[config.mk]
export PLATFORM = sky130hd
export DESIGN_NAME = a16_inout_vi
export DESIGN_NICKNAME = d
export VERILOG_FILES = /design/src/rtl/agc_chan_pkg.sv /design/src/rtl/agc_chan_reg.sv /design/src/rtl/a16_inout_vi.sv
export SDC_FILE = /design/constraint.sdc
export NUM_CORES = 1
export LEC_CHECK = 0
export BUFFER_PORTS_ARGS = -buffer_cell sky130_fd_sc_hd__buf_2
export CORE_ASPECT_RATIO = 1.4
export CORE_MARGIN = 1
export CORE_UTILIZATION = 35
export DETAILED_ROUTE_END_ITERATION = 6
export PLACE_DENSITY = 0.76
export SYNTH_ARGS = -nofsm -noshare
export SYNTH_HDL_FRONTEND = slang
export SYNTH_SLANG_ARGS = --single-unit
[constraint.sdc]
create_clock -name CLOCK -period 3 [get_ports CLOCK]
set_input_delay 0.45 -clock CLOCK [delete_from_list [all_inputs] [get_ports CLOCK]]
set_output_delay 0.45 -clock CLOCK [all_outputs]
set_load 0.005 [all_outputs]
[src/rtl/agc_chan_pkg.sv]
// Shared constants for the AGC inout VI channel registers: widths, bit positions, channel addresses.
package agc_chan_pkg;

    localparam int unsigned CH05_W = 8;
    localparam int unsigned CH06_W = 8;
    localparam int unsigned CH11_W = 7;
    localparam int unsigned CH12_W = 14;
    localparam int unsigned CHOR_W = 8;
    localparam int unsigned CHWL_W = 14;

    localparam logic [5:0] CH_ADDR_05 = 6'o05;
    localparam logic [5:0] CH_ADDR_06 = 6'o06;
    localparam logic [5:0] CH_ADDR_11 = 6'o11;
    localparam logic [5:0] CH_ADDR_12 = 6'o12;

    // Jet bit positions (1-based), shared layout for channels 05 and 06
    localparam int unsigned JET_B1 = 1;
    localparam int unsigned JET_B2 = 2;
    localparam int unsigned JET_B3 = 3;
    localparam int unsigned JET_B4 = 4;
    localparam int unsigned JET_B5 = 5;
    localparam int unsigned JET_B6 = 6;
    localparam int unsigned JET_B7 = 7;
    localparam int unsigned JET_B8 = 8;

    localparam int unsigned CH11_ISSWAR = 1;
    localparam int unsigned CH11_COMACT = 2;
    localparam int unsigned CH11_UPLACT = 3;
    localparam int unsigned CH11_TMPOUT = 4;
    localparam int unsigned CH11_KYRLS  = 5;
    localparam int unsigned CH11_VNFLSH = 6;
    localparam int unsigned CH11_OPEROR = 7;

    localparam int unsigned CH12_ZOPCDU = 1;
    localparam int unsigned CH12_ENEROP = 2;
    localparam int unsigned CH12_STARON = 3;
    localparam int unsigned CH12_COARSE = 4;
    localparam int unsigned CH12_ZIMCDU = 5;
    localparam int unsigned CH12_ENERIM = 6;
    localparam int unsigned CH12_B7     = 7;
    localparam int unsigned CH12_TVCNAB = 8;
    localparam int unsigned CH12_S4BTAK = 9;
    localparam int unsigned CH12_ZEROPT = 10;
    localparam int unsigned CH12_DISDAC = 11;
    localparam int unsigned CH12_MROLGT = 12;
    localparam int unsigned CH12_S4BSEQ = 13;
    localparam int unsigned CH12_S4BOFF = 14;

    // Channel select from a pair of active-low XT/XB decode lines
    function automatic logic chan_sel(input logic xt_n, input logic xb_n);
        return !xt_n && !xb_n;
    endfunction

endpackage

[src/rtl/agc_chan_reg.sv]
// One output channel register: reset/GOJAM clears, then write (inverted bus data), then clear.
module agc_chan_reg #(
    parameter int unsigned W = 8
) (
    input  logic         clk,
    input  logic         rst,
    input  logic         gojam,
    input  logic         wr,
    input  logic         clr,
    input  logic [W-1:0] data_n,
    output logic [W-1:0] q
);

    logic [W-1:0] r_q;

    // Write wins over a simultaneous clear; restart beats both
    always_ff @(posedge clk) begin
        if (rst || gojam) begin
            r_q <= '0;
        end else if (wr) begin
            r_q <= ~data_n;
        end else if (clr) begin
            r_q <= '0;
        end
    end

    assign q = r_q;

endmodule

[src/rtl/a16_inout_vi.sv]
// AGC Block II inout module VI: channels 05/06 (RCS jets), 11 bits 1-7 (lamps), 12 bits 1-14,
// plus channel strobe decode and the active-low read bus contribution CHOR01_..CHOR08_.
module a16_inout_vi
    import agc_chan_pkg::*;
(
    input  logic CLOCK,
    input  logic rst,
    input  logic XT0_, XT1_, XB2_, XB5_, XB6_,
    input  logic WCHG_, CCHG_,
    input  logic WCH11_, RCH11_,
    input  logic CCH11,
    input  logic CHWL01_, CHWL02_, CHWL03_, CHWL04_, CHWL05_, CHWL06_, CHWL07_,
    input  logic CHWL08_, CHWL09_, CHWL10_, CHWL11_, CHWL12_, CHWL13_, CHWL14_,
    input  logic GOJAM,
    input  logic FLASH, FLASH_,
    input  logic CH0705, CH0706, CH0707,
    input  logic CH1501, CH1502, CH1503, CH1504,
    input  logic CH3201, CH3202, CH3203, CH3204, CH3205, CH3206, CH3207, CH3208,
    input  logic CGA16,
    output logic RCH05_, WCH05_, RCH06_, WCH06_, RCH12_, WCH12_,
    output logic CCH05, CCH06, CCH12,
    output logic CHOR01_, CHOR02_, CHOR03_, CHOR04_, CHOR05_, CHOR06_, CHOR07_, CHOR08_,
    output logic RCpXpP, RCmXmP, RCpXmP, RCmXpP, RCpXpY, RCmXmY, RCpXmY, RCmXpY,
    output logic RCpYpR, RCmYmR, RCpYmR, RCmYpR, RCpZpR, RCmZmR, RCpZmR, RCmZpR,
    output logic ISSWAR, COMACT, UPLACT, TMPOUT, KYRLS, VNFLSH, OPEROR,
    output logic ZOPCDU, ENEROP, STARON, COARSE, ZIMCDU, ENERIM,
    output logic CH1207, OT1207, OT1207_,
    output logic CH1208, CH1209, CH1210, CH1211, CH1212, CH1213, CH1214,
    output logic TVCNAB, S4BTAK, ZEROPT, DISDAC, MROLGT, S4BSEQ, S4BOFF
);

    logic              w_a05, w_a06, w_a12;
    logic [CHWL_W:1]   w_chwl_n;
    logic [CH05_W:1]   r_ch05;
    logic [CH06_W:1]   r_ch06;
    logic [CH11_W:1]   r_ch11;
    logic [CH12_W:1]   r_ch12;
    logic [CHOR_W:1]   w_chor;
    logic              w_unused_cga16;

    assign w_unused_cga16 = CGA16;

    assign w_a05 = chan_sel(XT0_, XB5_);
    assign w_a06 = chan_sel(XT0_, XB6_);
    assign w_a12 = chan_sel(XT1_, XB2_);

    assign RCH05_ = !w_a05;
    assign WCH05_ = !(w_a05 && !WCHG_);
    assign CCH05  = w_a05 && !CCHG_;
    assign RCH06_ = !w_a06;
    assign WCH06_ = !(w_a06 && !WCHG_);
    assign CCH06  = w_a06 && !CCHG_;
    assign RCH12_ = !w_a12;
    assign WCH12_ = !(w_a12 && !WCHG_);
    assign CCH12  = w_a12 && !CCHG_;

    assign w_chwl_n = {CHWL14_, CHWL13_, CHWL12_, CHWL11_, CHWL10_, CHWL09_, CHWL08_,
                       CHWL07_, CHWL06_, CHWL05_, CHWL04_, CHWL03_, CHWL02_, CHWL01_};

    agc_chan_reg #(.W(CH05_W)) u_ch05 (
        .clk(CLOCK), .rst(rst), .gojam(GOJAM), .wr(!WCH05_), .clr(CCH05),
        .data_n(w_chwl_n[CH05_W:1]), .q(r_ch05)
    );

    agc_chan_reg #(.W(CH06_W)) u_ch06 (
        .clk(CLOCK), .rst(rst), .gojam(GOJAM), .wr(!WCH06_), .clr(CCH06),
        .data_n(w_chwl_n[CH06_W:1]), .q(r_ch06)
    );

    agc_chan_reg #(.W(CH11_W)) u_ch11 (
        .clk(CLOCK), .rst(rst), .gojam(GOJAM), .wr(!WCH11_), .clr(CCH11),
        .data_n(w_chwl_n[CH11_W:1]), .q(r_ch11)
    );

    agc_chan_reg #(.W(CH12_W)) u_ch12 (
        .clk(CLOCK), .rst(rst), .gojam(GOJAM), .wr(!WCH12_), .clr(CCH12),
        .data_n(w_chwl_n[CH12_W:1]), .q(r_ch12)
    );

    assign RCpXpP = r_ch05[JET_B1];
    assign RCmXmP = r_ch05[JET_B2];
    assign RCpXmP = r_ch05[JET_B3];
    assign RCmXpP = r_ch05[JET_B4];
    assign RCpXpY = r_ch05[JET_B5];
    assign RCmXmY = r_ch05[JET_B6];
    assign RCpXmY = r_ch05[JET_B7];
    assign RCmXpY = r_ch05[JET_B8];

    assign RCpYpR = r_ch06[JET_B1];
    assign RCmYmR = r_ch06[JET_B2];
    assign RCpYmR = r_ch06[JET_B3];
    assign RCmYpR = r_ch06[JET_B4];
    assign RCpZpR = r_ch06[JET_B5];
    assign RCmZmR = r_ch06[JET_B6];
    assign RCpZmR = r_ch06[JET_B7];
    assign RCmZpR = r_ch06[JET_B8];

    // Key-release and operator-error lamps flash in phase, verb/noun in antiphase
    assign ISSWAR = r_ch11[CH11_ISSWAR];
    assign COMACT = r_ch11[CH11_COMACT];
    assign UPLACT = r_ch11[CH11_UPLACT];
    assign TMPOUT = r_ch11[CH11_TMPOUT];
    assign KYRLS  = r_ch11[CH11_KYRLS]  && FLASH;
    assign VNFLSH = r_ch11[CH11_VNFLSH] && FLASH_;
    assign OPEROR = r_ch11[CH11_OPEROR] && FLASH;

    assign ZOPCDU  = r_ch12[CH12_ZOPCDU];
    assign ENEROP  = r_ch12[CH12_ENEROP];
    assign STARON  = r_ch12[CH12_STARON];
    assign COARSE  = r_ch12[CH12_COARSE];
    assign ZIMCDU  = r_ch12[CH12_ZIMCDU];
    assign ENERIM  = r_ch12[CH12_ENERIM];
    assign CH1207  = r_ch12[CH12_B7];
    assign OT1207  = r_ch12[CH12_B7];
    assign OT1207_ = !r_ch12[CH12_B7];
    assign CH1208  = r_ch12[CH12_TVCNAB];
    assign CH1209  = r_ch12[CH12_S4BTAK];
    assign CH1210  = r_ch12[CH12_ZEROPT];
    assign CH1211  = r_ch12[CH12_DISDAC];
    assign CH1212  = r_ch12[CH12_MROLGT];
    assign CH1213  = r_ch12[CH12_S4BSEQ];
    assign CH1214  = r_ch12[CH12_S4BOFF];
    assign TVCNAB  = r_ch12[CH12_TVCNAB];
    assign S4BTAK  = r_ch12[CH12_S4BTAK];
    assign ZEROPT  = r_ch12[CH12_ZEROPT];
    assign DISDAC  = r_ch12[CH12_DISDAC];
    assign MROLGT  = r_ch12[CH12_MROLGT];
    assign S4BSEQ  = r_ch12[CH12_S4BSEQ];
    assign S4BOFF  = r_ch12[CH12_S4BOFF];

    // Read bus: wired-OR of every read-gated source, driven active low; ch12 bits 9-14 never read here
    assign w_chor = ({CHOR_W{!RCH05_}} & r_ch05)
                  | ({CHOR_W{!RCH06_}} & r_ch06)
                  | ({CHOR_W{!RCH11_}} & {1'b0, r_ch11})
                  | ({CHOR_W{!RCH12_}} & r_ch12[CHOR_W:1])
                  | {4'b0000, CH1504, CH1503, CH1502, CH1501}
                  | {1'b0, CH0707, CH0706, CH0705, 4'b0000}
                  | {CH3208, CH3207, CH3206, CH3205, CH3204, CH3203, CH3202, CH3201};

    assign {CHOR08_, CHOR07_, CHOR06_, CHOR05_, CHOR04_, CHOR03_, CHOR02_, CHOR01_} = ~w_chor;

endmodule

---- Word level (Yosys, flattened, before mapping) ----
Index checks and enable logic that the tools add are counted.
Widths: inputs -> output; s select.
storage, ports and cells
  register bits ........................... 37
  bits of input ports ..................... 45
  output and inout port bits .............. 63
  logic and storage cells ................. 58
operators by class
  equal/unequal tests ..................... 1
  mux-type cells .......................... 8
  bitwise gates (word level) .............. 14
  reduce and logical (&&, ||, !) cells .... 31
operators by type and width
  cell                count
  $mux 8              4
  $or 8x8->8          4
  $mux 14             2
  $and 8x8->8         3
  $not 8->8           2
  $logic_not 1->1     15
  $mux 7              2
  $not 14->14         1
  $logic_and 1x1->1   12
  $and 8x7->8         1
  $or 8x4->8          1
  $or 8x7->8          1
  $not 7->7           1
  $reduce_bool 2->1   3
  $ne 2x1->1 const B  1
  $logic_or 1x1->1    1

---- Depth between registers and ports, before layout ----
  depth after elaboration ................. 10
  gate-level depth with buffers ........... 5
  mapped depth without buffers ............ 4

---- Cells and area by module ----
Synthesis repeated with hierarchy kept, for this count alone.
unflattened totals
  cell total of the unflattened synthesis .. 243
  area total of the unflattened synthesis .. 2094.5 um^2
by module, submodules not included
  module                     instances  cells an instance  area an instance (um^2)  sequential area each (um^2)
  agc_chan_reg (u_ch05 ...)  2          35                 349.1                    160.2
  agc_chan_reg (u_ch12)      1          62                 629.4                    280.3
  a16_inout_vi               1          80                 459.2                    0.0
  agc_chan_reg (u_ch11)      1          31                 307.8                    140.1

---- Least setup slack after synthesis ----
Ideal clock, no wire load.
  path kind ............................... input -> output
  start ................................... input port XT0_
  end ..................................... output port WCH05_
  arrival ................................. 1124 ps
  required time ........................... 2550 ps
  slack ................................... 1426 ps
  cell stages on the path ................. 5
  buffers on the path ..................... 1
  cell sequence ........................... buf_2 -> nor2_2 -> inv_1 -> nor2_2 -> inv_1
between the ends
  cells in the longest elaborated chain, start to end .. 4
RTL lines
  item                line                text
  start: declaration  a16_inout_vi.sv:8   input logic XT0_, XT1_, XB2_, XB5_, XB6_,
  $logic_not 1->1     agc_chan_pkg.sv:51  return !xt_n && !xb_n;
  $logic_and 1x1->1   agc_chan_pkg.sv:51
  $logic_and 1x1->1   a16_inout_vi.sv:48  assign WCH05_ = !(w_a05 && !WCHG_);
  $logic_not 1->1     a16_inout_vi.sv:48
  end: declaration    a16_inout_vi.sv:20  output logic RCH05_, WCH05_, RCH06_, WCH06_, RCH12_, WCH12_,
Every way passes these cells.

---- Final worst setup path ----
Ends and elaborated chain as after synthesis.

==> flow_summary.json <==
{
  "synth_area_um2": 1690,
  "remaining_drc_errors": 0,
  "yosys.area_share.adder_pct": 0,
  "die_width_um": 60.8,
  "regArea_um2": 741,
  "dp_hpwl_um": 3710,
  "yosysSeqAreaShare_pct": 43.8,
  "cp-start-kind": "input port",
  "syn2layout_area_growth_pct": 35.2,
  "outcome": "finished, final reports clean",
  "tritoncts": "yes",
  "gp_congestion": 0.812,
  "final_cells": 351,
  "n_antenna_cell": 0,
  "die_area_um2": 5120,
  "hold_viol_final": 0,
  "rsz0062_at_grt": "no",
  "p_per_area_nw_per_um2": 427,
  "clock_latency_ps": 290,
  "final_common_cell": "buf_2",
  "crit_type": "input port to primary output",
  "setup_tns_ps": 0,
  "grt_max_degree": 19,
  "setup_violations": 0,
  "synth_mux_area_share_pct": 0,
  "die_y_um": 84.3,
  "power_switching_mw": 0.261,
  "critical_path.top_delay_family": "simple AND/OR/NAND/NOR gates",
  "clkPwrFrac_pct": 35.2,
  "placementRows": 29,
  "grt_usage_pct": 20.1,
  "drt-wirelength-per-cell_um": 14.2,
  "leakagePower_nw": 1.07,
  "synth_top_family_by_area": "compound AO/OA/AOI/OAI gates",
  "wl_um": 4970,
  "num_vias": 1720,
  "maxCapViolations": 0,
  "seqPwrFrac_pct": 51.8,
  "core_area_um2": 4570,
  "synth_seq_cells": 37,
  "synthCells": 188,
  "slew_viol_final": 0,
  "worstPathCellList": "buf_2, nor2_2, inv_1, nor2_2, inv_1, buf_2",
  "port_buffers": 106,
  "final_cell_mix": "buf_2, dfxtp_1, nor2_1, a22o_1, nand2b_1",
  "worstMarginPinSlew_ps": 761,
  "nNetsFinal": 333,
  "synth_compound_area_share_pct": 29.1,
  "htreeDepth": 2,
  "clkTransAtPathRegs_ps": 70,
  "fin_skew_ps": 0,
  "crit_fanout": 10,
  "crit_path_end_kind": "primary output",
  "relSlewSlack_pct": 49.3,
  "grt-ovfl-total": 0,
  "fin_crit_sh_pct": 62.4,
  "cp_num_buf_inv": 4,
  "initial_utilization_pct": 37.0,
  "antenna_found_initial": 0,
  "ys_warn_count": 0,
  "cpMaxStageDelayCell": "nor2_2",
  "fill_cells": 492,
  "crit_arrival_ps": 1420,
  "synthSimpleGateAreaFrac_pct": 18.1,
  "clk_path_buf_depth": 2,
  "grt_pass1_vias": 1595,
  "period_minus_slack_ps": 1870,
  "postSynthAreaPerCell_um2": 9.00,
  "cts_setup_buffers": 0,
  "fmax_ghz": 0.534,
  "cts_made_buffers": 5,
  "viasPerCell": 4.90,
  "io_pins": 108,
  "critical-path-max-stage-delay_ps": 340,
  "cts_hold_buf": 0,
  "clock_sinks": 37,
  "min_path_type": "input port to flop",
  "synth-xor-area-share_pct": 0,
  "ys_types": 22,
  "first_iter_violations": 47,
  "multiInputGateArea_um2": 800,
  "comb_power_share_pct": 13.1,
  "synth.net_count": 233,
  "drive_gt1_share_pct": 42.9,
  "required_ps": 2550,
  "power.internal_mw": 0.716,
  "postRouteAntennaNets": 0,
  "post_cts_resized": 0,
  "placed_cells": 343,
  "firstDrtPassIters": 4,
  "grt_pass1_wl_um": 7650,
  "netSwitchingFraction_pct": 26.7,
  "peakVddDrop_uv": 341,
  "cts-root-buf": "clkbuf_8"
}
[synthesized netlist by cell type]
master | count | share of area, %
a21oi_1 | 8 | 2.4
nor3_4 | 1 | 0.96
a21oi_4 | 1 | 0.96
a211oi_1 | 8 | 3.6
and2_1 | 3 | 1.1
o22a_1 | 7 | 3.6
nor2_2 | 5 | 1.8
nor2_1 | 26 | 5.8
buf_4 | 9 | 4.0
buf_6 | 2 | 1.3
dfxtp_1 | 37 | 44
nand2_1 | 8 | 1.8
o2bb2ai_1 | 6 | 3.1
or2_1 | 1 | 0.37
inv_1 | 14 | 3.1
clkbuf_1 | 1 | 0.22
o21ai_0 | 7 | 2.1
a22o_1 | 24 | 12
buf_2 | 1 | 0.30
nand2_2 | 1 | 0.37
nand2b_1 | 16 | 5.9
a21oi_2 | 2 | 1.0
[path summary, 6_finish.rpt]
path	start	to	slack, ps	cells past startpoint
max reg2reg	u_ch11.q[4]$_SDFFE_PP0P_	u_ch11.q[4]$_SDFFE_PP0P_	2260	3
max	XT0_	WCH05_	1130	6
min reg2reg	u_ch12.q[13]$_SDFFE_PP0P_	u_ch12.q[13]$_SDFFE_PP0P_	480	1
min	CHWL11_	u_ch12.q[10]$_SDFFE_PP0P_	320	2
[power groups by stage]
stage	Clock, mW	Combinational (mW)	Sequential [mW]
finish	0.344	0.128	0.506
global route	0.369	0.142	0.507
CTS	0.350	0.128	0.506
detailed placement	0	0.128	0.517
global placement	0	0.126	0.517
floorplan	0	0.0617	0.517
[layout make-up]
type | instances | area share (%)
clock buffers | 5 | 3.01
clock inverters | 3 | 0.766
inverters | 14 | 2.30
multi-input cells | 124 | 35.0
flip-flops and latches | 37 | 32.4
well taps | 62 | 3.39
repair buffers | 106 | 23.2
[routing by layer]
layer / track usage (%) / up-vias / share of wire, %
met5: 0 / - / 0
met4: 9.30 / 0 / 2.3
met3: 3.54 / 8 / 5.7
met2: 31.1 / 80 / 46
met1: 26.6 / 780 / 46
li1: - / 852 / -
[per-stage QoR]
| stage | worst slack [ps] | instance area, um2 | util (%) | hold slack (ps) | power [mW] |
|---|---|---|---|---|---|
| finish | 1130 | 2290 | 50.0 | 320 | 0.977 |
| global route | 1020 | 2290 | 50.0 | 328 | 1.02 |
| CTS | 1110 | 2290 | 50.0 | 315 | 0.984 |
| detailed placement | 1110 | 2200 | 48.1 | 467 | 0.645 |
| global placement | 1140 | 2200 | 48.1 | 461 | 0.643 |
| floorplan | 1430 | 1690 | - | 474 | 0.578 |
[cells by family (layout without fill, tap and decap cells)]
group | after synthesis | count (layout)
and+or+nand+nor | 61 | 61
buffers and inverters | 27 | 128
AOI/OAI and AO/OA | 63 | 63
DFF | 37 | 37
[registers in the layout (all words and copies together) (netlist names)]
| register | cells |
|---|---|
| u_ch06.q | 8 |
| u_ch11.q | 7 |
| u_ch05.q | 8 |
| u_ch12.q | 14 |
[worst register-to-register path, stage by stage, from the launching register on]
cell and delay [ps]:
dfxtp_1 370, nand2_1 60, o22a_1 150, nor2_1 80
Note: power is estimated with default switching activity, not from simulation.
